==> src/rtl/pipe_hazard_ctrl_pkg.sv <==
// Shared types for the pipeline hazard controller: FSM states and the
// per-stage instruction metadata carried by the shadow pipeline.
package Pipe_Buf_Reg_PKG;

    // Register indices are zero-extended into this width; RF_ADDRESS must not exceed it.
    localparam int HZ_IDX_W = 8;

    typedef enum logic [0:0] {
        RUN      = 1'b0,
        MEM_WAIT = 1'b1
    } hz_state_t;

    typedef struct packed {
        logic                valid;
        logic                regwrite;
        logic                memread;
        logic                memwrite;
        logic [HZ_IDX_W-1:0] rs1;
        logic [HZ_IDX_W-1:0] rs2;
        logic [HZ_IDX_W-1:0] rd;
    } hz_meta_t;

    localparam hz_meta_t HZ_NOP = '0;

    function automatic logic is_mem_op(input hz_meta_t m);
        return m.valid & (m.memread | m.memwrite);
    endfunction

endpackage

==> src/rtl/pipe_hazard_ctrl_fwd_select.sv <==
// Priority forwarding match: picks the youngest post-EX stage writing the
// requested source register; x0 never matches.
module fwd_select #(
    parameter int DEPTH = 2,
    parameter int IDX_W = 8,
    parameter int SEL_W = 2
) (
    input  logic [IDX_W-1:0]             src,
    input  logic [DEPTH-1:0]             cand_valid,
    input  logic [DEPTH-1:0][IDX_W-1:0]  cand_rd,
    output logic [SEL_W-1:0]             sel
);

    // Walk oldest to youngest so the smallest matching stage number wins.
    always_comb begin
        sel = '0;
        for (int k = DEPTH - 1; k >= 0; k--) begin
            if (cand_valid[k] && (cand_rd[k] != '0) && (cand_rd[k] == src)) begin
                sel = SEL_W'(k + 1);
            end
        end
    end

endmodule

==> src/rtl/pipe_hazard_ctrl.sv <==
// Hazard controller for an in-order pipeline: load-use stalls, branch
// redirects, memory-wait stalls, operand forwarding and event counters.
module pipe_hazard_ctrl
    import Pipe_Buf_Reg_PKG::*;
#(
    parameter int RF_ADDRESS = 5,
    parameter int FWD_DEPTH  = 2,
    parameter int CNT_W      = 16,
    localparam int SEL_W     = $clog2(FWD_DEPTH + 1)
) (
    input  logic                  clk,
    input  logic                  reset,
    input  logic                  id_valid,
    input  logic                  id_regwrite,
    input  logic                  id_memread,
    input  logic                  id_memwrite,
    input  logic [RF_ADDRESS-1:0] id_rs1,
    input  logic [RF_ADDRESS-1:0] id_rs2,
    input  logic [RF_ADDRESS-1:0] id_rd,
    input  logic                  br_taken,
    input  logic                  dmem_ack,
    output logic                  dmem_req,
    output logic                  pc_en,
    output logic                  if_id_en,
    output logic                  id_ex_en,
    output logic                  ex_mem_en,
    output logic                  if_id_flush,
    output logic                  id_ex_bubble,
    output logic                  mem_wb_bubble,
    output logic [SEL_W-1:0]      fa_sel,
    output logic [SEL_W-1:0]      fb_sel,
    output logic                  redirect,
    output logic [CNT_W-1:0]      cnt_load_use,
    output logic [CNT_W-1:0]      cnt_mem_wait,
    output logic [CNT_W-1:0]      cnt_flush
);

    hz_state_t state_q, state_d;
    hz_meta_t  ex_q;
    hz_meta_t  stg_q [1:FWD_DEPTH];
    hz_meta_t  id_entry;

    logic mem_op, req_int, mem_stall, redirect_int, load_use;
    logic [SEL_W-1:0] fa_raw, fb_raw;
    logic [FWD_DEPTH-1:0]               cand_valid;
    logic [FWD_DEPTH-1:0][HZ_IDX_W-1:0] cand_rd;

    always_comb begin
        id_entry          = HZ_NOP;
        id_entry.valid    = id_valid;
        id_entry.regwrite = id_regwrite;
        id_entry.memread  = id_memread;
        id_entry.memwrite = id_memwrite;
        id_entry.rs1      = HZ_IDX_W'(id_rs1);
        id_entry.rs2      = HZ_IDX_W'(id_rs2);
        id_entry.rd       = HZ_IDX_W'(id_rd);
    end

    // Hazard detection; the MEM_WAIT state keeps the request up until the ack.
    always_comb begin
        mem_op       = is_mem_op(stg_q[1]);
        req_int      = (state_q == MEM_WAIT) | mem_op;
        mem_stall    = req_int & ~dmem_ack;
        redirect_int = br_taken & ~mem_stall;
        load_use     = ex_q.valid & ex_q.memread & (ex_q.rd != '0) & id_valid &
                       ((ex_q.rd == id_entry.rs1) | (ex_q.rd == id_entry.rs2)) &
                       ~mem_stall & ~redirect_int;
        state_d = state_q;
        case (state_q)
            RUN:      if (mem_op && !dmem_ack) state_d = MEM_WAIT;
            MEM_WAIT: if (dmem_ack) state_d = RUN;
            default:  state_d = RUN;
        endcase
    end

    always_comb begin
        for (int k = 0; k < FWD_DEPTH; k++) begin
            cand_valid[k] = stg_q[k+1].valid & stg_q[k+1].regwrite;
            cand_rd[k]    = stg_q[k+1].rd;
        end
    end

    fwd_select #(.DEPTH(FWD_DEPTH), .IDX_W(HZ_IDX_W), .SEL_W(SEL_W)) u_fwd_a (
        .src(ex_q.rs1), .cand_valid(cand_valid), .cand_rd(cand_rd), .sel(fa_raw)
    );

    fwd_select #(.DEPTH(FWD_DEPTH), .IDX_W(HZ_IDX_W), .SEL_W(SEL_W)) u_fwd_b (
        .src(ex_q.rs2), .cand_valid(cand_valid), .cand_rd(cand_rd), .sel(fb_raw)
    );

    always_comb begin
        pc_en         = 1'b1;
        if_id_en      = 1'b1;
        id_ex_en      = 1'b1;
        ex_mem_en     = 1'b1;
        if_id_flush   = 1'b0;
        id_ex_bubble  = 1'b0;
        mem_wb_bubble = 1'b0;
        redirect      = 1'b0;
        dmem_req      = req_int;
        fa_sel        = fa_raw;
        fb_sel        = fb_raw;
        if (reset) begin
            if_id_flush   = 1'b1;
            id_ex_bubble  = 1'b1;
            mem_wb_bubble = 1'b1;
            dmem_req      = 1'b0;
            fa_sel        = '0;
            fb_sel        = '0;
        end else if (mem_stall) begin
            pc_en         = 1'b0;
            if_id_en      = 1'b0;
            id_ex_en      = 1'b0;
            ex_mem_en     = 1'b0;
            mem_wb_bubble = 1'b1;
        end else if (redirect_int) begin
            redirect      = 1'b1;
            if_id_flush   = 1'b1;
            id_ex_bubble  = 1'b1;
        end else if (load_use) begin
            pc_en         = 1'b0;
            if_id_en      = 1'b0;
            id_ex_bubble  = 1'b1;
        end
    end

    // Shadow entries track the datapath registers exactly, including bubbles.
    always_ff @(posedge clk) begin
        if (reset) begin
            state_q      <= RUN;
            ex_q         <= HZ_NOP;
            for (int k = 1; k <= FWD_DEPTH; k++) stg_q[k] <= HZ_NOP;
            cnt_load_use <= '0;
            cnt_mem_wait <= '0;
            cnt_flush    <= '0;
        end else begin
            state_q <= state_d;
            if (id_ex_en) ex_q <= id_ex_bubble ? HZ_NOP : id_entry;
            if (ex_mem_en) stg_q[1] <= ex_q;
            for (int k = 2; k <= FWD_DEPTH; k++) begin
                stg_q[k] <= ((k == 2) && mem_wb_bubble) ? HZ_NOP : stg_q[k-1];
            end
            if (load_use && (cnt_load_use != '1)) cnt_load_use <= cnt_load_use + CNT_W'(1);
            if (mem_stall && (cnt_mem_wait != '1)) cnt_mem_wait <= cnt_mem_wait + CNT_W'(1);
            if (redirect_int && (cnt_flush != '1)) cnt_flush <= cnt_flush + CNT_W'(1);
        end
    end

endmodule

==> config.mk <==
export PLATFORM = sky130hd
export DESIGN_NAME = pipe_hazard_ctrl
export DESIGN_NICKNAME = d
export VERILOG_FILES = /design/src/rtl/pipe_hazard_ctrl_pkg.sv /design/src/rtl/pipe_hazard_ctrl_fwd_select.sv /design/src/rtl/pipe_hazard_ctrl.sv
export SDC_FILE = /design/constraint.sdc
export NUM_CORES = 1
export LEC_CHECK = 0
export BUFFER_PORTS_ARGS = -buffer_cell sky130_fd_sc_hd__buf_2
export CORE_MARGIN = 2
export CORE_UTILIZATION = 54
export DETAILED_ROUTE_END_ITERATION = 8
export PLACE_DENSITY = 0.9
export SYNTH_ARGS = -nofsm -noshare
export SYNTH_HDL_FRONTEND = slang
export SYNTH_SLANG_ARGS = --single-unit
export TNS_END_PERCENT = 10
==> constraint.sdc <==
create_clock -name clk -period 2.2 [get_ports clk]
set_input_delay 0.44 -clock clk [delete_from_list [all_inputs] [get_ports clk]]
set_output_delay 0.44 -clock clk [all_outputs]
set_load 0.01 [all_outputs]
Word-level counts from Yosys, hierarchy flattened. Memories as Yosys holds them, arrays and structs flattened. Cells that the tools add are included.

Add/sub/neg operators: 3. Equal/unequal tests: 9. Multiplexer cells: 36. Bitwise logic cells: 20. Reduce and logical (&&, ||, !) cells: 14.

Operators with widths (count): 28-bit 2-to-1 mux (4); 16-bit by 1-bit adder with 16-bit output (second input constant) (3); 16-bit != test (second input constant) (3); 8-bit == test (4); 1-bit 2-to-1 mux (25); 8-bit nonzero test (3); 8-bit by 5-bit == test with 1-bit output (2); 2-bit 2-to-1 mux (6); 1-bit AND (11); 1-bit logical AND (10); 1-bit OR (5); 1-bit inverter (4); 1-bit case mux with 2 select lines (1); 1-bit zero test (1).

Bits in registers: 77. RAM bits: 56. Word-level logic and storage cells: 94. Memories: 1.

Memory list: stg_q (depth 2, width 28, read ports 2, clocked after Yosys merged registers in 0, wr ports 2, line pipe_hazard_ctrl.sv:40) `hz_meta_t stg_q [1:FWD_DEPTH];`.

Logic depth before layout (Yosys ltp). Gate-level depths: netlist of the first run. An unclocked memory read counts as a cell.

Depth in word-level cells: 14. Mapped depth: 8. Depth with buffers taken out: 7.

By module. From an unflattened synthesis of the first run, not the netlist that was laid out.

Cell total of the unflattened synthesis: 478. Area, all modules: 4416.7 µm².

By module, submodules not included: pipe_hazard_ctrl (instances 1, cells an instance 420, area an instance 3948.8 µm², seq. area each 1771.7 µm²); fwd_select (instances 2, cells an instance 29, area an instance 234.0 µm², seq. area each 0.0 µm²).

Worst setup path after synthesis of the first run. No wires, ideal clock.

Path type: register to output. Start point: reg ex_q[1] in the netlist's numbering. End point: out pc_en. Data arrival time: 1.689 ns. Required time: 1.760 ns. Setup slack: 0.071 ns. Cell stages (with the launch flop): 8. Path buffers: 1. Cell sequence: dfxtp_1 -> or4_1 -> nor2_1 -> nor3_1 -> nand2_1 -> nor2_1 -> o21bai_1 -> buf_4.

Word-level cells in the longest chain between the ends: 10.

RTL lines: from (decl) (line pipe_hazard_ctrl.sv:39) `hz_meta_t ex_q;`; from (signal assigned) (line pipe_hazard_ctrl.sv:138) `if (id_ex_en) ex_q <= id_ex_bubble ? HZ_NOP : id_entry;`; 8-bit nonzero test (line pipe_hazard_ctrl.sv:65) `load_use = ex_q.valid & ex_q.memread & (ex_q.rd != '0) & id_valid &`; 1-bit AND (2 in series) (line pipe_hazard_ctrl.sv:65); 1-bit AND * (line pipe_hazard_ctrl.sv:65); 1-bit AND * (line pipe_hazard_ctrl.sv:66) `((ex_q.rd == id_entry.rs1) | (ex_q.rd == id_entry.rs2)) &`; 1-bit AND * (line pipe_hazard_ctrl.sv:67) `~mem_stall & ~redirect_int;`; 1-bit 2-to-1 mux * (4 in series); to (decl) (line pipe_hazard_ctrl.sv:23) `output logic pc_en,`.

Mark *: on every way between the ends. The rest lies on a longest branch, timed or not.

==> results.py, run 1 <==
metrics = {
    "sta": {
        "setup_tns_ns": -1.29,
        "grt_setup_unrepaired": "true",
        "slew_headroom_pct": 45.8,
        "slew_viol_final": 0,
        "fin_crit_sh_pct": 110,
        "worst_slack_ns": -0.225,
        "fmax_mhz": 412,
        "period_needed_ns": 2.42,
        "worst_pin_slew_ns": 0.810,
        "setup-violations-final": 9,
        "hold_viol_final": 0,
        "fin_skew_ns": 0.00713,
        "whs_ns": 0.302,
    },
    "global_routing": {
        "globalRouteMet3Util_pct": 4.29,
        "antenna_found_initial": 0,
        "overflow": 0,
        "grt_use_met2_pct": 38.1,
        "grt_use_total_pct": 23.0,
        "grt_pass1_vias": 3143,
        "grt_max_degree": 36,
        "gr-usage-met1_pct": 29.4,
        "busiest_layer": "met2",
        "grt_pass1_wl_um": 14200,
    },
    "cells_and_area": {
        "area_delta_synth_final_pct": 24.3,
        "fillers": 505,
        "nNetsFinal": 548,
        "final_cell_mix": "83 x buf_2, 72 x dfxtp_1, 58 x nor2_1",
        "seqCellArea_sq_um": 1780,
        "multi_input_area_sq_um": 2090,
        "drive_gt1_share_pct": 29.0,
        "final_core_util_pct": 70.4,
        "antennaDiodeCount": 0,
        "final_common_cell": "buf_2",
    },
    "job": {
        "maxCapViolations": 0,
    },
    "worst_setup_path": {
        "setup.worst_path.end_class": "primary output",
        "cpPeakStageDelay_ns": 0.53,
        "crit_type": "register to primary output",
        "slowest_stage": "or4_1",
        "cp-start-kind": "register",
        "crit_arrival_ns": 1.98,
        "worstPathCellList": "or4_1, o211ai_1, nor4_1, nand3_1, nor3b_2, buf_2",
        "crit_fanout": 2,
        "cp.required_ns": 1.76,
    },
    "clock_tree": {
        "cts_hold_buf": 0,
        "htreeDepth": 3,
        "root_buffer": "clkbuf_8",
        "cts.path.max_buffers": 2,
        "numClockSinks": 84,
        "clkLatencyLatePin_ns": 0.35,
        "cts_tree": "yes",
        "cts_buffers": 9,
        "path_clk_slew_ns": 0.08,
    },
    "yosys": {
        "synth-main-ff-cell": "dfxtp_1",
        "synth_seq_cells": 84,
        "yosys_warnings": 0,
        "synth_area_sq_um": 3890,
        "async_flop_share_pct": 0,
        "synth_top_family_by_area": "simple AND/OR/NAND/NOR gates",
        "synth_compound_area_share_pct": 9.04,
        "syn_nets": 442,
        "synth_cell_type_count": 43,
        "syn_area_per_cell_sq_um": 9.35,
        "synthCells": 416,
        "yosys.area_share.adder_pct": 0.965,
        "yosys.area_share.simple_pct": 24.6,
        "synth_xor_area_share_pct": 14.0,
        "synthMuxAreaShare_pct": 2.77,
        "synth-edff-count": 9,
        "seq_area_frac_synth_pct": 45.6,
    },
    "floorplan": {
        "coreArea_sq_um": 6870,
        "die_h_um": 88.9,
        "die_w_um": 88.9,
        "initial_utilization_pct": 56.6,
        "rows": 30,
        "io-pin-count": 84,
        "die-area_sq_um": 7900,
    },
    "pwr": {
        "peakVddDrop_mv": 0.334,
        "leakage_nw": 2.08,
        "pwr_density_cell_nw_per_um2": 560,
    },
    "placed_design": {
        "place.gp.congestion": 0.950,
        "hpwl_um": 6580,
        "dp_slack_ns": -0.169,
        "io_buffers": 83,
    },
    "route": {
        "ant_nets": 0,
        "wl_per_cell_um": 14.3,
        "dr.pass1.iters": 6,
        "drtIter0Drc": 140,
        "viasPerCell": 5.39,
        "num_vias": 3359,
        "routed_wl_um": 8920,
        "drc": 0,
    },
    "run_status": {
        "outcome": "complete, but fails checks",
        "violations": "negative setup slack",
    },
    "min_path": {
        "min_path_type": "input pin to register",
    },
}
sequential cells by signal (all words and copies together), names as in the netlist:
name	flops
cnt_flush	16
cnt_load_use	16
cnt_mem_wait	16
ex_q	19
state_q	1
stg_q	16
worst paths after layout:
kind                startpoint                to  slack, ns  cells after the start
setup / recovery   stg_q[1][0]         fa_sel[1]      -0.22                      6
hold / removal        id_rd[0]           ex_q[0]       0.30                      2
setup reg to reg  stg_q[1][27]  cnt_load_use[11]       0.10                      6
hold reg to reg       ex_q[26]          ex_q[26]       0.50                      1
final cells by class:
class	count	area share (%)
well taps	96	2.48
inverters	8	0.621
repair buffers	112	13.4
flip-flops and latches	84	36.7
clock inverters	6	0.854
multi-input cells	307	43.3
clock buffers	10	2.64
cell families (layout without fill, tap and decap cells):
logic type      Yosys count  after routing
flops                    84             84
fa+ha+maj                 3              3
buf+inv                  25            136
simple gates            186            186
xor+xnor                 62             62
mux                      10             10
compound gates           46             46
critical path, delay by kind of cell, from the launching register on:
kind / cells / cell delay (ns)
compound gates: 1 / 0.26
simple gates: 4 / 0.87
buf+inv: 1 / 0.14
flops: 1 / 0.38
cell usage after synthesis, types with 4 or more instances:
cell | count | share of area (%)
nor4_1 | 10 | 1.6
xor2_1 | 37 | 8.3
and2_1 | 16 | 2.6
nor2_1 | 60 | 5.8
a22o_1 | 19 | 4.3
a211oi_1 | 4 | 0.77
edfxtp_1 | 9 | 6.9
nand2_1 | 23 | 2.2
clkbuf_1 | 11 | 1.1
a21oi_1 | 8 | 1.0
nand3_1 | 26 | 3.3
nand4_1 | 15 | 2.4
o21ai_0 | 5 | 0.64
mux2i_1 | 4 | 1.0
or4_1 | 7 | 1.4
and4_1 | 4 | 0.90
dfxtp_1 | 75 | 39
nor3_1 | 6 | 0.77
xnor2_1 | 25 | 5.6
inv_1 | 8 | 0.77
nor2b_1 | 6 | 0.97
metrics by stage:
stage | power (W) | instances | area, sq um
2_1_floorplan | 0.00171 | 416 | 3890
5_1_grt | 0.00282 | 623 | 4830
6_report | 0.00271 | 623 | 4830
4_1_cts | 0.00272 | 623 | 4760
3_3_place_gp | 0.00177 | 606 | 4560
3_5_place_dp | 0.00178 | 606 | 4560
layer usage:
| metal | wire (um) | vias to the layer above |
|---|---|---|
| li1 | - | 1672 |
| met1 | 3850 | 1581 |
| met2 | 4490 | 89 |
| met3 | 383 | 17 |
| met4 | 201 | 0 |
| met5 | 0 | - |
power by group:
part / switching [W] / internal (W)
Clock: 0.000548 / 0.000408
Combinational: 0.0000914 / 0.0000814
Sequential: 0.0000192 / 0.00156
Total: 0.000659 / 0.00205
repair_timing:
| item | in CTS | in global routing |
|---|---|---|
| buffers inserted | 1 | 0 |
| pin swaps | 7 | 2 |
| resized for setup | 6 | 16 |
| setup endpoints to repair | 10 | 18 |
Power figures use the tool's default switching activity.
==> run 2: changes to the inputs <==
- CORE_MARGIN: 2 -> not set
- MAX_ROUTING_LAYER: not set -> met4
==> results.py, run 2 (synthesis results as in run 1) <==
metrics = {
    "global_routing": {
        "grt_pass1_wl_um": 15200,
        "antenna_found_initial": 0,
        "grt_pass1_vias": 3282,
        "grt_max_degree": 33,
        "overflow": 0,
        "grt_use_total_pct": 26.8,
    },
    "sta": {
        "fmax_mhz": 410,
        "grt_setup_unrepaired": "true",
        "fin_skew_ns": 0.0106,
        "hold_viol_final": 0,
        "slew_viol_final": 0,
        "period_needed_ns": 2.44,
        "fin_crit_sh_pct": 111,
        "whs_ns": 0.297,
        "setup-violations-final": 9,
        "worst_pin_slew_ns": 0.805,
        "worst_slack_ns": -0.236,
        "slew_headroom_pct": 46.2,
    },
    "cells_and_area": {
        "nNetsFinal": 549,
        "fin_cells": 624,
        "drive_gt1_share_pct": 29.4,
        "regMostFlops": "ex_q",
        "antennaDiodeCount": 0,
        "final_common_cell": "buf_2",
        "largest_reg_flops": 19,
        "final_cell_mix": "83 x buf_2, 74 x dfxtp_1, 57 x nor2_1",
        "area_delta_synth_final_pct": 25.0,
        "fillers": 495,
    },
    "floorplan": {
        "die_h_um": 86.9,
        "rows": 30,
        "initial_utilization_pct": 56.6,
        "coreArea_sq_um": 6870,
        "die_w_um": 86.9,
        "die-area_sq_um": 7540,
        "io-pin-count": 84,
    },
    "worst_setup_path": {
        "setup.worst_path.end_class": "primary output",
        "cp-start-kind": "register",
        "crit_fanout": 2,
        "crit_arrival_ns": 2.00,
        "crit_type": "register to primary output",
        "cp.required_ns": 1.76,
    },
    "clock_tree": {
        "path_clk_slew_ns": 0.08,
        "root_buffer": "clkbuf_8",
        "cts_hold_buf": 0,
        "cts.path.max_buffers": 2,
        "cts_tree": "yes",
        "clkLatencyLatePin_ns": 0.35,
        "cts_buffers": 9,
        "numClockSinks": 84,
        "htreeDepth": 3,
    },
    "min_path": {
        "min_path_type": "input pin to register",
    },
    "placed_design": {
        "hpwl_um": 6690,
        "place.gp.congestion": 0.908,
        "dp.cells": 605,
        "io_buffers": 83,
        "dp_slack_ns": -0.174,
    },
    "route": {
        "wl_per_cell_um": 15.3,
        "ant_nets": 0,
        "routed_wl_um": 9530,
        "drtIter0Drc": 120,
        "viasPerCell": 5.55,
        "dr.pass1.iters": 4,
        "drc": 0,
        "num_vias": 3465,
    },
    "run_status": {
        "violations": "negative setup slack",
        "outcome": "complete, but fails checks",
    },
    "job": {
        "maxCapViolations": 0,
    },
    "pwr": {
        "pwr_density_cell_nw_per_um2": 560,
        "leakage_nw": 2.08,
        "peakVddDrop_mv": 0.404,
    },
}
## run 2: cell types whose count changed in the layout (fill, tap and decap cells not counted), moves of 2 or more
cell / delta
nor2_4: +2
or4_1: -2
dfxtp_1: +2
dfxtp_2: -2
or4_4: +2
## run 2: final timing paths
kind	from	to	slack, ns	cells after the start
worst max-delay path	stg_q[1][0]	fa_sel[1]	-0.24	6
worst min-delay path	id_rd[4]	ex_q[4]	0.30	2
worst max register to register	ex_q[1]	cnt_load_use[14]	0.08	8
worst min register to register	ex_q[24]	ex_q[24]	0.50	1
## run 2: layout make-up
cell class | count | area [sq um] | share of cell area [%]
clock inverter | 6 | 41.3 | 0.849
sequential | 84 | 1770 | 36.5
clock buffer | 10 | 128 | 2.63
timing repair buffer | 113 | 653 | 13.4
multi-input combinational | 307 | 2120 | 43.5
inverter | 8 | 30.0 | 0.618
tap | 96 | 120 | 2.47
## run 2: metal layers
layer  wire length [um]  vias up  GRT usage, %
met1               3960     1648          31.6
li1                   -     1670             -
met2               4850      120          44.8
met3                427       27          5.69
met5                  0        -             -
met4                298        0          10.6
## run 2: critical path, cell delays in order, from the launching register on
cell and delay, ns:
edfxtp_1 0.40, or4_4 0.55, o211ai_1 0.22, nor4_1 0.08, nand3_1 0.09, nor3b_2 0.16
buf_2 0.15
## run 2: power by group
part / internal [W] / total, W / leakage [nW] / switching [W]
clock: 0.000408 / 0.000962 / 0.0799 / 0.000553
sequential: 0.00156 / 0.00158 / 0.717 / 0.0000197
combinational: 0.0000856 / 0.000180 / 1.29 / 0.0000941
total: 0.00205 / 0.00272 / 2.08 / 0.000667
## run 2: stage by stage
stage	total power, W	TNS (ns)	util (%)	area, sq um
5_1_grt	0.00283	-2.47	70.8	4860
3_5_place_dp	0.00178	-0.538	66.3	4550
2_1_floorplan	0.00171	0	-	3890
6_report	0.00272	-1.39	70.8	4860
3_3_place_gp	0.00177	-0.233	66.3	4550
4_1_cts	0.00273	-1.26	69.8	4790
## run 2: repair_timing
| item | 4_1_cts | 5_1_grt |
|---|---|---|
| endpoints found under the hold margin | 0 | 0 |
| setup endpoints to repair | 15 | 17 |
| pin swaps | 9 | 3 |
| resized for setup | 13 | 13 |
| setup buffers | 3 | 0 |
